**src/rtl/maze_solver_ctrl_pkg.sv**
```systemverilog
// Shared types and constants for the depth-first maze solver.
// Direction codes double as stack entries and emitted path moves.
package maze_solver_ctrl_pkg;

    typedef enum logic [3:0] {
        IDLE,
        CHKSTART,
        MARK,
        NEXT,
        READ,
        EVAL,
        PUSH,
        POP,
        DONE,
        EMIT,
        FAIL
    } state_t;

    localparam logic [1:0] DIR_RIGHT = 2'd0;
    localparam logic [1:0] DIR_DOWN  = 2'd1;
    localparam logic [1:0] DIR_LEFT  = 2'd2;
    localparam logic [1:0] DIR_UP    = 2'd3;
    localparam logic [2:0] DIR_END   = 3'd4;

    // Flipping bit 1 swaps right/left and down/up.
    localparam logic [1:0] OPP_MASK = 2'b10;

    function automatic logic [1:0] opposite(input logic [1:0] d);
        return d ^ OPP_MASK;
    endfunction

endpackage

```
**src/rtl/maze_dir_stack.sv**
```systemverilog
// Move-direction stack: synchronous push/pop, combinational top
// and indexed read for replaying the path bottom-first.
module maze_dir_stack #(
    parameter int DEPTH = 256,
    localparam int AW = $clog2(DEPTH) + 1
) (
    input  logic          clk,
    input  logic          rst,
    input  logic          clr,
    input  logic          push,
    input  logic          pop,
    input  logic [1:0]    din,
    input  logic [AW-2:0] rd_idx,
    output logic [1:0]    rd_data,
    output logic [1:0]    top,
    output logic [AW-1:0] sp
);

    logic [1:0]    mem [DEPTH];
    logic [AW-2:0] top_idx;

    assign top_idx = sp[AW-2:0] - 1'b1;
    assign top     = mem[top_idx];
    assign rd_data = mem[rd_idx];

    always_ff @(posedge clk or posedge rst) begin
        if (rst) begin
            sp <= '0;
        end else if (clr) begin
            sp <= '0;
        end else if (push) begin
            sp <= sp + AW'(1);
        end else if (pop) begin
            sp <= sp - AW'(1);
        end
    end

    always_ff @(posedge clk) begin
        if (push) begin
            mem[sp[AW-2:0]] <= din;
        end
    end

endmodule

```
**src/rtl/maze_solver_ctrl.sv**
```systemverilog
// Depth-first maze solver: marks visited cells in external memory,
// backtracks via a direction stack and replays the found path.
module maze_solver_ctrl
    import maze_solver_ctrl_pkg::*;
#(
    parameter int N      = 4,
    parameter int GOAL_X = (1 << N) - 1,
    parameter int GOAL_Y = (1 << N) - 1
) (
    input  logic         clk,
    input  logic         rst,
    input  logic         start,
    output logic         done,
    output logic         fail,
    output logic [N-1:0] mem_x,
    output logic [N-1:0] mem_y,
    output logic         mem_rd,
    output logic         mem_wr,
    output logic         mem_din,
    input  logic         mem_dout,
    output logic [1:0]   path_dir,
    output logic         path_valid,
    input  logic         path_ready
);

    localparam int DEPTH = 1 << (2 * N);
    localparam int AW    = 2 * N + 1;
    localparam int IW    = 2 * N;
    localparam logic [N-1:0] MAXC = {N{1'b1}};

    state_t        state;
    logic          phase;
    logic          emitted;
    logic [2:0]    dir;
    logic [N-1:0]  cur_x;
    logic [N-1:0]  cur_y;
    logic [AW-1:0] ri;
    logic [AW-1:0] sp;
    logic [IW-1:0] rd_idx;
    logic [1:0]    rd_data;
    logic [1:0]    top_dir;
    logic [1:0]    mv_dir;
    logic [N-1:0]  nbr_x;
    logic [N-1:0]  nbr_y;
    logic          nbr_ok;
    logic          accept;
    logic          push;
    logic          pop;
    logic          at_goal;
    logic          last;

    assign mem_din = 1'b1;
    assign accept  = start && (state == IDLE || state == DONE || state == FAIL);
    assign push    = (state == PUSH);
    assign pop     = (state == POP) && (sp != '0);
    assign at_goal = (cur_x == N'(GOAL_X)) && (cur_y == N'(GOAL_Y));
    assign last    = (ri == sp - AW'(1));
    assign rd_idx  = (state == EMIT) ? IW'(ri + AW'(1)) : '0;
    assign mv_dir  = (state == POP) ? opposite(top_dir) : dir[1:0];

    // One adder serves both the forward probe and the backtrack step.
    always_comb begin
        nbr_x  = cur_x;
        nbr_y  = cur_y;
        nbr_ok = 1'b0;
        case (mv_dir)
            DIR_RIGHT: begin
                nbr_y  = cur_y + N'(1);
                nbr_ok = (cur_y != MAXC);
            end
            DIR_DOWN: begin
                nbr_x  = cur_x + N'(1);
                nbr_ok = (cur_x != MAXC);
            end
            DIR_LEFT: begin
                nbr_y  = cur_y - N'(1);
                nbr_ok = (cur_y != '0);
            end
            default: begin
                nbr_x  = cur_x - N'(1);
                nbr_ok = (cur_x != '0);
            end
        endcase
    end

    maze_dir_stack #(.DEPTH(DEPTH)) u_stack (
        .clk     (clk),
        .rst     (rst),
        .clr     (accept),
        .push    (push),
        .pop     (pop),
        .din     (dir[1:0]),
        .rd_idx  (rd_idx),
        .rd_data (rd_data),
        .top     (top_dir),
        .sp      (sp)
    );

    always_ff @(posedge clk or posedge rst) begin
        if (rst) begin
            state      <= IDLE;
            phase      <= 1'b0;
            emitted    <= 1'b0;
            dir        <= '0;
            cur_x      <= '0;
            cur_y      <= '0;
            ri         <= '0;
            done       <= 1'b0;
            fail       <= 1'b0;
            mem_rd     <= 1'b0;
            mem_wr     <= 1'b0;
            mem_x      <= '0;
            mem_y      <= '0;
            path_valid <= 1'b0;
            path_dir   <= '0;
        end else if (accept) begin
            state      <= CHKSTART;
            phase      <= 1'b0;
            emitted    <= 1'b0;
            dir        <= '0;
            cur_x      <= '0;
            cur_y      <= '0;
            ri         <= '0;
            done       <= 1'b0;
            fail       <= 1'b0;
            mem_rd     <= 1'b1;
            mem_wr     <= 1'b0;
            mem_x      <= '0;
            mem_y      <= '0;
            path_valid <= 1'b0;
        end else begin
            case (state)
                CHKSTART: begin
                    phase <= ~phase;
                    if (phase) begin
                        mem_rd <= 1'b0;
                        if (mem_dout) begin
                            state <= FAIL;
                            fail  <= 1'b1;
                        end else begin
                            state  <= MARK;
                            mem_wr <= 1'b1;
                        end
                    end
                end
                MARK: begin
                    mem_wr <= 1'b0;
                    if (at_goal) begin
                        state <= DONE;
                        done  <= 1'b1;
                    end else begin
                        state <= NEXT;
                    end
                end
                NEXT: begin
                    if (dir == DIR_END) begin
                        state <= POP;
                    end else if (!nbr_ok) begin
                        dir <= dir + 3'd1;
                    end else begin
                        state  <= READ;
                        mem_rd <= 1'b1;
                        mem_x  <= nbr_x;
                        mem_y  <= nbr_y;
                    end
                end
                READ: state <= EVAL;
                EVAL: begin
                    mem_rd <= 1'b0;
                    if (mem_dout) begin
                        dir   <= dir + 3'd1;
                        state <= NEXT;
                    end else begin
                        state <= PUSH;
                    end
                end
                PUSH: begin
                    cur_x  <= mem_x;
                    cur_y  <= mem_y;
                    dir    <= '0;
                    mem_wr <= 1'b1;
                    state  <= MARK;
                end
                POP: begin
                    if (sp == '0) begin
                        state <= FAIL;
                        fail  <= 1'b1;
                    end else begin
                        cur_x <= nbr_x;
                        cur_y <= nbr_y;
                        dir   <= {1'b0, top_dir} + 3'd1;
                        state <= NEXT;
                    end
                end
                DONE: begin
                    if (sp != '0 && !emitted) begin
                        state      <= EMIT;
                        ri         <= '0;
                        path_valid <= 1'b1;
                        path_dir   <= rd_data;
                    end
                end
                EMIT: begin
                    if (path_ready) begin
                        if (last) begin
                            state      <= DONE;
                            path_valid <= 1'b0;
                            emitted    <= 1'b1;
                        end else begin
                            ri       <= ri + AW'(1);
                            path_dir <= rd_data;
                        end
                    end
                end
                default: ;
            endcase
        end
    end

endmodule
```
**config.mk**
```make
export PLATFORM = sky130hd
export DESIGN_NAME = maze_solver_ctrl
export DESIGN_NICKNAME = d
export VERILOG_FILES = /design/src/rtl/maze_solver_ctrl_pkg.sv /design/src/rtl/maze_dir_stack.sv /design/src/rtl/maze_solver_ctrl.sv
export SDC_FILE = /design/constraint.sdc
export NUM_CORES = 1
export LEC_CHECK = 0
export BUFFER_PORTS_ARGS = -buffer_cell sky130_fd_sc_hd__buf_2
export CAP_MARGIN = 20
export CORE_AREA = 2 2 276 278
export CTS_BUF_LIST = sky130_fd_sc_hd__clkbuf_4 sky130_fd_sc_hd__clkbuf_8 sky130_fd_sc_hd__clkbuf_16
export DETAILED_ROUTE_END_ITERATION = 10
export DIE_AREA = 0 0 278 280
export PLACE_DENSITY = 0.53
export SLEW_MARGIN = 15
export SYNTH_ARGS = -nofsm -noshare
export SYNTH_HDL_FRONTEND = slang
export SYNTH_SLANG_ARGS = --single-unit
export TNS_END_PERCENT = 20
```
**constraint.sdc**
```tcl
create_clock -name clk -period 5.3 [get_ports clk]
set_input_delay 0.265 -clock clk [delete_from_list [all_inputs] [get_ports clk]]
set_output_delay 0.265 -clock clk [all_outputs]
set_load 0.02 [all_outputs]
```
; ---- Yosys cells after proc, flatten, opt, wreduce, memory -nomap -nowiden
; Memory sizes are Yosys's and may differ from the RTL's.
; Index checks and enable logic that the tools add are counted.
[totals]
reg_bits = 50
mem_bits_rw = 512
in_bits = 5
out_inout_bits = 16
word_cells = 188
n_memories = 1
[mem_list]
columns = name, depth, word_bits, rd, rd_ports_with_merged_regs, write_ports, line_no
row1 = u_stack.mem, 256, 2, 2, 0, 1, maze_dir_stack.sv:19  ; logic [1:0] mem [DEPTH];
[classes]
addsub = 10
n_eq_ne = 36
n_mux = 79
bitwise_logic = 3
reduce_logical = 43
[op_table]
columns = cell, count
row1 = $mux 4, 22
row2 = $mux 9, 7
row3 = $pmux 4 s9, 1
row4 = $ne 3x3->1 const B, 11
row5 = $pmux 4 s2, 4
row6 = $mux 1, 26
row7 = $eq 4x4->1 const B, 5
row8 = $add 9x1->9 const B, 2
row9 = $mux 3, 6
row10 = $pmux 9 s2, 1
row11 = $reduce_bool 2->1, 9
row12 = $eq 4x3->1 const B, 4
row13 = $reduce_and 4->1, 4
row14 = $reduce_bool 4->1, 4
row15 = $ne 4x4->1 const B, 3
row16 = $pmux 3 s4, 1
row17 = $reduce_bool 3->1, 4
row18 = $reduce_and 5->1, 2
row19 = $reduce_bool 10->1, 1
row20 = $eq 9x9->1, 1
row21 = $logic_not 9->1, 1
row22 = $pmux 1 s3, 3
row23 = $reduce_and 3->1, 3
row24 = $reduce_bool 9->1, 1
row25 = 28 further kinds, 45

; ---- Logic depth before layout (Yosys ltp)
; Gate-level depths: netlist of run 1.
; An unclocked memory read counts as a cell.
[depth]
ltp_word = 11
mapped_depth = 26
ltp_nobuf = 18

; ---- Modules after synthesis
; From an unflattened synthesis of run 1, not the netlist that was laid out.
[hier_totals]
hier_cells = 1872
area_unflattened_um2 = 29030.3
[by_module_without_submodules]
columns = module, instances, cells_per_inst, area_each_um2, seq_area_each_um2
row1 = maze_dir_stack, 1, 1512, 25988.7, 15600.0
row2 = maze_solver_ctrl, 1, 360, 3041.7, 1026.0

; ---- Least setup slack after synthesis of run 1
; No wires, ideal clock.
[synth_path]
path_kind = register -> register
start = reg dir[0]
end = reg cur_y[3]
setup_ns = 0.133
arrival_time_ns = 5.305
required_ns = 5.167
path_slack_ns = -0.137
stages_incl_launch_ff = 14
path_buffers = 1
synth_period_minus_slack_ns = 5.437
path_cell_list = dfrtp_1 -> nor2_1 -> inv_1 -> o21ai_2 -> buf_6 -> inv_2 -> nor2_1 -> ha_1 -> a21o_1 -> a21oi_1 -> xnor2_1 -> nor2_4 -> a32oi_1 -> o2bb2ai_1
[synth_between]
elab_chain_len = 6
word_cells_on_any_way = 7
cone_classes = eq/ne (1) / mux (5) / reduce/logical (1)
[synth_rtl]
columns = element, line_no
row1 = start: declaration, maze_solver_ctrl.sv:34  ; logic [2:0] dir;
row2 = start signal: assignment, maze_solver_ctrl.sv:159  ; dir <= dir + 3'd1;
row3 = start signal: assignment, maze_solver_ctrl.sv:171  ; dir <= dir + 3'd1;
row4 = start signal: assignment, maze_solver_ctrl.sv:191  ; dir <= {1'b0, top_dir} + 3'd1;
row5 = $mux 2 *, maze_solver_ctrl.sv:59  ; assign mv_dir = (state == POP) ? opposite(top_dir) : dir[1:0];
row6 = $eq 2x2->1 or $logic_not 2->1 (tied branches), maze_solver_ctrl.sv:66  ; case (mv_dir)
row7 = $pmux 4 s2 *, maze_solver_ctrl.sv:66
row8 = $mux 4 *, maze_solver_ctrl.sv:185  ; if (sp == '0) begin
row9 = $pmux 4 s2 *, maze_solver_ctrl.sv:132  ; case (state)
row10 = $mux 4 *, maze_solver_ctrl.sv:116  ; end else if (accept) begin
row11 = end signal: assignment, maze_solver_ctrl.sv:179  ; cur_y <= mem_y;
row12 = end signal: assignment, maze_solver_ctrl.sv:190  ; cur_y <= nbr_y;
row13 = end: declaration, maze_solver_ctrl.sv:36  ; logic [N-1:0] cur_y;
; Every way passes the cells marked *; elsewhere a longest branch is shown, timed or not. The select of a mux whose other input is x is not followed.
; A chain may end at the register's enable or synchronous reset.

; ---- Worst setup path after layout of run 1
[layout_path]
start = reg u_stack.sp[0]
end = reg cur_y[3]
[layout_between]
elab_chain_len = 9
word_cells_on_any_way = 13
cone_classes = add/sub (1) / eq/ne (2) / mux (5) / bitwise (1) / reduce/logical (3) / memory (1)
[layout_rtl]
columns = element, line_no
row1 = start: declaration, maze_dir_stack.sv:16  ; output logic [AW-1:0] sp
row2 = start signal: assignment, maze_dir_stack.sv:32  ; sp <= sp + AW'(1);
row3 = start signal: assignment, maze_dir_stack.sv:34  ; sp <= sp - AW'(1);
row4 = $sub 8x1->8, maze_dir_stack.sv:22  ; assign top_idx = sp[AW-2:0] - 1'b1;
row5 = $mem_v2 256x2, -
row6 = $not 1->1 (no line), -
row7 = $mux 2, maze_solver_ctrl.sv:59
row8 = $eq 2x2->1 or $logic_not 2->1 (tied branches), maze_solver_ctrl.sv:66
row9 = $pmux 4 s2, maze_solver_ctrl.sv:66
row10 = $mux 4, maze_solver_ctrl.sv:185
row11 = $pmux 4 s2, maze_solver_ctrl.sv:132
row12 = $mux 4, maze_solver_ctrl.sv:116
; Parallel ways exist; a longest one is shown, timed or not. The select of a mux whose other input is x is not followed.

==> metrics.cfg, run 1 <==
[setup_path]
critical_path_buf_inv_count = 4
path_class = register to register
worst_path_largest_cell_delay_ns = 0.53
path_delay_family = compound AO/OA/AOI/OAI gates
cp.required_ns = 5.77
cp-start-kind = register
worst_ep_arrival_time_ns = 5.52
cp_cell_sequence = inv_2 > buf_4 > ha_4 > buf_4 > mux4_2 > mux2i_1 > a2111oi_2 > nand3_1 > nand4_1 > o21ai_2 > inv_2 > nor2_1 > ha_1 > a21o_1 > a21oi_1 > xnor2_1 > nor2_4 > a32oi_1 > o2bb2ai_1
crit_path_end_kind = register
crit_path_max_fanout = 19
worst_path_max_delay_cell = mux2i_1

[yosys]
synth_enable_flop_cells = 512
async_flop_share = 0.0890
synth_seq_area_share = 0.560
postSynthCellCount = 2537
number_of_different_library_cells_in_the_post_synthesis_netlist = 102
syn_avg_cell_area_um2 = 11.7
synth_top_area_frac = 0.518
cell_taking_the_most_area_after_synthesis = edfxtp_1
synth_area_leaders = edfxtp_1, mux4_2, nand2_1, nor2_1, dfrtp_1
syn-num-nets = 2555
yosys_most_used_dff = edfxtp_1
synth_warnings = 0
syn_area_um2 = 29700
synth_seq_cells = 562

[hold_path]
min_path_type = primary input to register

[die]
initial_utilization = 0.395
dieHeight_um = 280
row_count = 101
die_w_um = 278
core_um2 = 75200
ios = 21
die_area_um2 = 77800

[pwr]
p_leak_uw = 0.0109
power_density_nw_per_um2 = 602
finalPower_uw = 20000
irDropWorstVdd_mv = 0.425

[grt]
maximum_number_of_pins_on_one_net_before_global_route_repair = 130
grt_pass1_wl_mm = 152
via_count_of_the_first_global_routing_pass = 22000
antenna_violations_before_repair = 1
track_usage = 0.264
global_route.overflow_total = 0

[drt]
drtIter0Drc = 2901
drt_wl_total_mm = 103
num_vias = 22700
via_per_inst = 6.41
number_of_remaining_drc_errors = 0
firstDrtPassIters = 6
drtAntennaViolNets = 0
detail_route.wl_per_cell_um = 29.3

[sta]
final_max_slew_viol_count = 0
fin_tns_setup_ns = 0
post-route-period-util = 0.953
max_slew_margin = 0.211
tightest_slew_ns = 1.18
smallest_hold_slack_ns = 0.0314
fin_skew_ns = 0.0186
post-route-min-period_ns = 5.05
final-hold-violation-count = 0
finalSetupViolCount = 0
setup_repair_after_global_routing_missed_its_margin = no
setup_slack_ns = 0.248
max_freq_mhz = 198

[clock_network]
clk_transition_reported_paths_ns = 0.06
cts_buffer_depth = 3
cts.sinks = 562
clock_tree_from_tritoncts = yes
worstSkewPairLatency_ns = 0.61
cts_made_buffers = 67
clock_tree.root_cell = clkbuf_16
cts_post_setup_buffers_inserted = 0
htreeDepth = 3

[cells_and_area]
synth_to_layout_area_growth_pct = 11.9
final_net_count = 2527
final_core_util = 0.442
register_area_um2 = 16600
area_of_the_multi_input_gates_um2 = 12000
fillerInstances = 6861
final_layout_size_suffix_gt1_frac = 0.164

[placed_design]
dp_hpwl_mm = 66.5
preCtsSetupSlack_ns = 0.335
globalplace.congestion = 0.947
count_of_input_and_output_buffers = 19

[run_status]
result_of_the_run = complete, no violations

[run]
maxCapViolations = 0

[flip-flops by register name (all words and copies together) (netlist names)]
| signal | flops |
|---|---|
| mem_x | 4 |
| fail | 1 |
| mem_y | 4 |
| emitted | 1 |
| state | 4 |
| u_stack.sp | 9 |
| cur_y | 4 |
| ri | 9 |
| u_stack.mem | 512 |
| path_valid | 1 |
| done | 1 |
| dir | 3 |
| phase | 1 |
| path_dir | 2 |
| cur_x | 4 |
| mem_rd | 1 |
| mem_wr | 1 |
[through the flow]
step	std cells	instance area, um^2
2_1_floorplan	2537	29700
6_report	3535	33200
5_1_grt	3534	33200
3_3_place_gp	3416	31000
3_5_place_dp	3416	31000
4_1_cts	3534	33200
[cell families after synthesis]
family	count (synthesis)	share of synthesized area
mux	210	0.123
flops	562	0.560
simple gates	1049	0.156
compound gates	424	0.106
other cells	1	0.000126
fa+ha+maj	13	0.00598
xor+xnor	35	0.0106
buf+inv	243	0.0383
[routing by layer]
layer | vias to the layer above | share of wire | global-route usage
li1 | 9635 | - | -
met1 | 11500 | 0.41 | 0.358
met2 | 1297 | 0.46 | 0.415
met3 | 247 | 0.093 | 0.0502
met4 | 0 | 0.043 | 0.114
met5 | - | 0 | 0
[what timing repair did]
item | 4_1_cts | 5_1_grt
resized for setup | 0 | 0
hold buffers | 2 | 0
hold endpoints to repair | 51 | 0
[layout make-up]
cell class | count | share of cell area
Sequential cell | 562 | 0.501
Multi-Input combinational cell | 1732 | 0.363
Clock buffer | 84 | 0.0556
Tap cell | 978 | 0.0368
Timing Repair Buffer | 128 | 0.0329
Clock inverter | 32 | 0.00874
Inverter | 18 | 0.00211
Antenna cell | 1 | 0.0000754
[where the power goes]
part / leakage, uW / switching (uW) / internal, uW
Sequential: 0.00527 / 221 / 5580
Clock: 0.00106 / 1900 / 2670
Combinational: 0.00454 / 6240 / 3380
Total: 0.0109 / 8360 / 11600
[Yosys cell counts, drive strengths merged, types with 28 or more instances]
| cell type | n |
|---|---|
| a21oi | 86 |
| buf | 61 |
| or3 | 48 |
| nor2 | 350 |
| edfxtp | 512 |
| a31oi | 40 |
| nand3 | 196 |
| o221ai | 65 |
| o21ai | 40 |
| nand2 | 350 |
| nor3 | 28 |
| mux4 | 123 |
| o211ai | 50 |
| clkbuf | 164 |
| dfrtp | 50 |
| mux2i | 78 |
[cell usage in the layout, fill, tap and decap left out, types with 7 or more instances in the layout]
| master | instances |
|---|---|
| xnor2_1 | 20 |
| clkinv_1 | 12 |
| mux2i_1 | 78 |
| o211ai_1 | 50 |
| a311oi_1 | 22 |
| o311ai_0 | 21 |
| mux2_2 | 7 |
| clkbuf_16 | 69 |
| clkbuf_4 | 14 |
| o22ai_1 | 8 |
| nand4_1 | 12 |
| edfxtp_1 | 512 |
| a211oi_1 | 18 |
| nor2b_1 | 7 |
| buf_2 | 19 |
| inv_1 | 14 |
| o21ai_0 | 35 |
| a31oi_1 | 39 |
| nand2_1 | 342 |
| ha_1 | 10 |
| o221ai_1 | 65 |
| mux4_2 | 122 |
| buf_12 | 14 |
| and3_1 | 15 |
| a21oi_1 | 84 |
| a32oi_1 | 12 |
| nor3_1 | 26 |
| nand3_1 | 196 |
| dfrtp_1 | 46 |
| or3_1 | 47 |
| nor2_1 | 344 |
| buf_4 | 93 |
| xor2_1 | 13 |
[worst min-delay path, stage by stage]
cell	delay, ns
buf_2	0.12
o21ai_0	0.11
o31a_1	0.11
[path summary, 6_finish.rpt]
path	cells past startpoint	to	slack (ns)	start
worst min register to register	2	done	0.50	done
worst max register to register	19	cur_y[3]	0.25	u_stack.sp[0]
max in group asynchronous	4	u_stack.sp[0]	4.34	rst
worst max-delay path	19	cur_y[3]	0.25	u_stack.sp[0]
min in group asynchronous	4	ri[0]	0.39	rst
worst min-delay path	3	mem_wr	0.03	start
Power figures use the tool's default switching activity.
==> inputs of run 2 (changes only) <==
--- a/config.mk
+++ b/config.mk
@@ -5,12 +5,13 @@
 export SDC_FILE = /design/constraint.sdc
 export NUM_CORES = 1
 export LEC_CHECK = 0
+export ABC_AREA = 1
 export BUFFER_PORTS_ARGS = -buffer_cell sky130_fd_sc_hd__buf_2
 export CAP_MARGIN = 20
-export CORE_AREA = 2 2 276 278
+export CORE_AREA = 2 2 280 282
 export CTS_BUF_LIST = sky130_fd_sc_hd__clkbuf_4 sky130_fd_sc_hd__clkbuf_8 sky130_fd_sc_hd__clkbuf_16
 export DETAILED_ROUTE_END_ITERATION = 10
-export DIE_AREA = 0 0 278 280
+export DIE_AREA = 0 0 282 284
 export PLACE_DENSITY = 0.53
 export SLEW_MARGIN = 15
 export SYNTH_ARGS = -nofsm -noshare
==> run 2 against run 1 <==
  * Register-to-register slack improved by 0.14 ns
  * Clock power is 4% higher
  * Worst setup slack better by 0.14 ns
  * Sequential power about the same
  * Via count up 14%
  * Area after synthesis grew 2.7%
  * First-iteration DRC count rose by 0.76%
  * Clock skew up 0.016 ns
  * Synthesized cell count increased by 36%
==> metrics.cfg, run 2 <==
[run_status]
result_of_the_run = complete, no violations

[cells_and_area]
insertedDiodeCount = 0
final_layout_size_suffix_gt1_frac = 0.0703
synth_to_layout_area_growth_pct = 10.8
final_net_count = 3368
leading_cell_type_in_the_layout_fill_and_taps_excluded = nand2_1
final_design_area_no_fill_um2 = 33800
max_ffs_per_register = 512
layout.cells.most_common_list = nand2_1, edfxtp_1, nand3_1

[yosys]
yosys-top-cells-count = nand2_1, edfxtp_1, nand3_1, o211ai_1, inv_1
synth_seq_cells = 562
yosys_most_used_dff = edfxtp_1
syn_area_um2 = 30500
synth_seq_area_share = 0.545
synth_area_leaders = edfxtp_1, o211ai_1, nand2_1, nand3_1, o21ai_0
synth_enable_flop_cells = 512
synth.most_common_cell = nand2_1
synth_top_area_frac = 0.504
syn_avg_cell_area_um2 = 8.84
cell_taking_the_most_area_after_synthesis = edfxtp_1
number_of_different_library_cells_in_the_post_synthesis_netlist = 47
postSynthCellCount = 3448
syn-num-nets = 3466
synth_warnings = 0
async_flop_share = 0.0890

[clock_network]
cts_post_setup_buffers_inserted = 0
cts_made_buffers = 69
cts.sinks = 562
cts_buffer_depth = 3
htreeDepth = 3
worstSkewPairLatency_ns = 0.62
clock_tree.root_cell = clkbuf_16
clock_tree_from_tritoncts = yes
clk_transition_reported_paths_ns = 0.06

[placed_design]
dp_hpwl_mm = 62.0
postPlaceCellArea_um2 = 31500
preCtsSetupSlack_ns = 0.503
count_of_input_and_output_buffers = 19
globalplace.congestion = 0.954

[pwr]
power.clock.fraction = 0.235
finalPower_uw = 20300
power_density_nw_per_um2 = 600
irDropWorstVdd_mv = 0.624
netSwitchingFraction = 0.459
internal_power_uw = 11000
power.combinational.fraction = 0.479
p_leak_uw = 0.0122
share_seq_of_total_power = 0.286
power_switching_uw = 9300

[setup_path]
cp.required_ns = 5.83
path_delay_family = simple AND/OR/NAND/NOR gates
crit_path_max_fanout = 28
setup.reg_to_reg.worst_slack_ns = 0.38
cp-start-kind = register
crit_path_end_kind = register
worst_path_largest_cell_delay_ns = 0.53
critical_path.reg2reg.endpoint = cur_x[3]
worst_ep_arrival_time_ns = 5.45
ff2ff_path_depth = 26
path_class = register to register
cp_common_cell = nand3_1
critical_path_buf_inv_count = 5
worst_path_max_delay_cell = dfrtp_4
r2r-start = u_stack.sp[0]

[sta]
fin_tns_setup_ns = 0
post-route-period-util = 0.928
max_freq_mhz = 203
final-hold-violation-count = 0
setup_slack_ns = 0.384
post-route-min-period_ns = 4.92
setup_repair_after_global_routing_missed_its_margin = no
fin_skew_ns = 0.0343
tightest_slew_ns = 1.05
max_slew_margin = 0.297
smallest_hold_slack_ns = 0.0534
finalSetupViolCount = 0
final_max_slew_viol_count = 0

[drt]
number_of_remaining_drc_errors = 0
firstDrtPassIters = 6
num_vias = 25800
drtAntennaViolNets = 0
drtIter0Drc = 2923
drt_wl_total_mm = 104
detail_route.wl_per_cell_um = 23.3
via_per_inst = 5.82

[grt]
global_route.overflow_total = 0
grt_pass1_wl_mm = 156
maximum_number_of_pins_on_one_net_before_global_route_repair = 193
track_usage = 0.257
antenna_violations_before_repair = 1
via_count_of_the_first_global_routing_pass = 25200

[hold_path]
min_path_type = primary input to register
hold_depth = 3
timing.hold.worst_endpoint = emitted
min_from = path_ready

[run]
maxCapViolations = 0

[die]
die_w_um = 282
row_count = 102
dieHeight_um = 284
die_area_um2 = 80100
initial_utilization = 0.396
core_um2 = 77000
ios = 21

-- run 2: cell types whose count changed after synthesis, sizes merged, moves of 35 or more --
cell	change
a31oi	-35
buf	+48
inv	+337
mux2i	-78
mux4	-123
nand2	+318
nand3	+236
o211ai	+330
o21ai	+246
o221ai	-65
or3	-48
-- run 2: metal layers --
layer  vias to the layer above  track usage  part of all wire
met2                      1113        0.406              0.46
met4                         0       0.0931             0.035
met1                     12600        0.352              0.43
li1                      11900            -                 -
met5                         -            0                 0
met3                       213       0.0473             0.077
-- run 2: metrics by stage --
step | util | instances
floorplan | - | 3448
global placement | 0.409 | 4318
detailed placement | 0.409 | 4318
CTS | 0.439 | 4441
global route | 0.439 | 4441
finish | 0.439 | 4441
-- run 2: worst max path at each step --
stage / endpoint / slack (ns) / from / cells past startpoint
after floorplan: cur_y[3] / 0.06 / dir[1] / 13
after global placement: cur_y[3] / 0.49 / u_stack.sp[0] / 25
after detailed placement: cur_y[3] / 0.50 / u_stack.sp[0] / 25
after CTS: cur_y[3] / 0.47 / u_stack.sp[0] / 25
after global routing: cur_y[3] / 0.01 / u_stack.sp[0] / 26
final: cur_x[3] / 0.38 / u_stack.sp[0] / 26
-- run 2: layout make-up --
class | instances | area, um^2
clock buffers | 90 | 1920
clock inverters | 32 | 342
fillers | 7467 | 43200
inverters | 359 | 1360
multi-input cells | 2271 | 11500
flip-flops and latches | 562 | 16600
well taps | 1040 | 1300
repair buffers | 87 | 733
-- run 2: kinds of logic after synthesis --
kind of cell    synth area share
simple gates               0.203
fa+ha+maj                0.00583
flops                      0.545
xor+xnor                 0.00628
buf+inv                   0.0800
compound gates             0.159
other cells             0.000123
-- run 2: what timing repair did --
action	4_1_cts	5_1_grt
hold buffers	1	0
hold endpoints to repair	50	0
gates resized for setup	0	0
-- run 2: power groups by stage --
| stage | Combinational, uW | Sequential [uW] | Clock, uW |
|---|---|---|---|
| finish | 9710 | 5790 | 4770 |
| detailed placement | 9480 | 5880 | 0 |
| CTS | 9520 | 5790 | 4840 |
| global route | 10400 | 5820 | 5000 |
| floorplan | 5810 | 6120 | 0 |
| global placement | 9430 | 5870 | 0 |
-- run 2: worst register-to-register path, cell delays in order (launching register included) --
cell,delay (ns)
dfrtp_4,0.53
inv_4,0.25
ha_4,0.21
clkinv_2,0.41
buf_4,0.46
a21oi_1,0.16
o21ai_0,0.10
nand3_1,0.10
nand3_1,0.14
nand3_1,0.19
nand3_1,0.10
nand3_1,0.11
nand3_1,0.10
nand3_1,0.23
nand2_1,0.25
nor2_1,0.27
inv_1,0.10
ha_1,0.33
nand2_1,0.07
nand2_1,0.04
a31oi_1,0.19
inv_1,0.06
nand2_1,0.08
nand3_1,0.07
nand2_1,0.10
nand3_1,0.07
a21oi_1,0.14
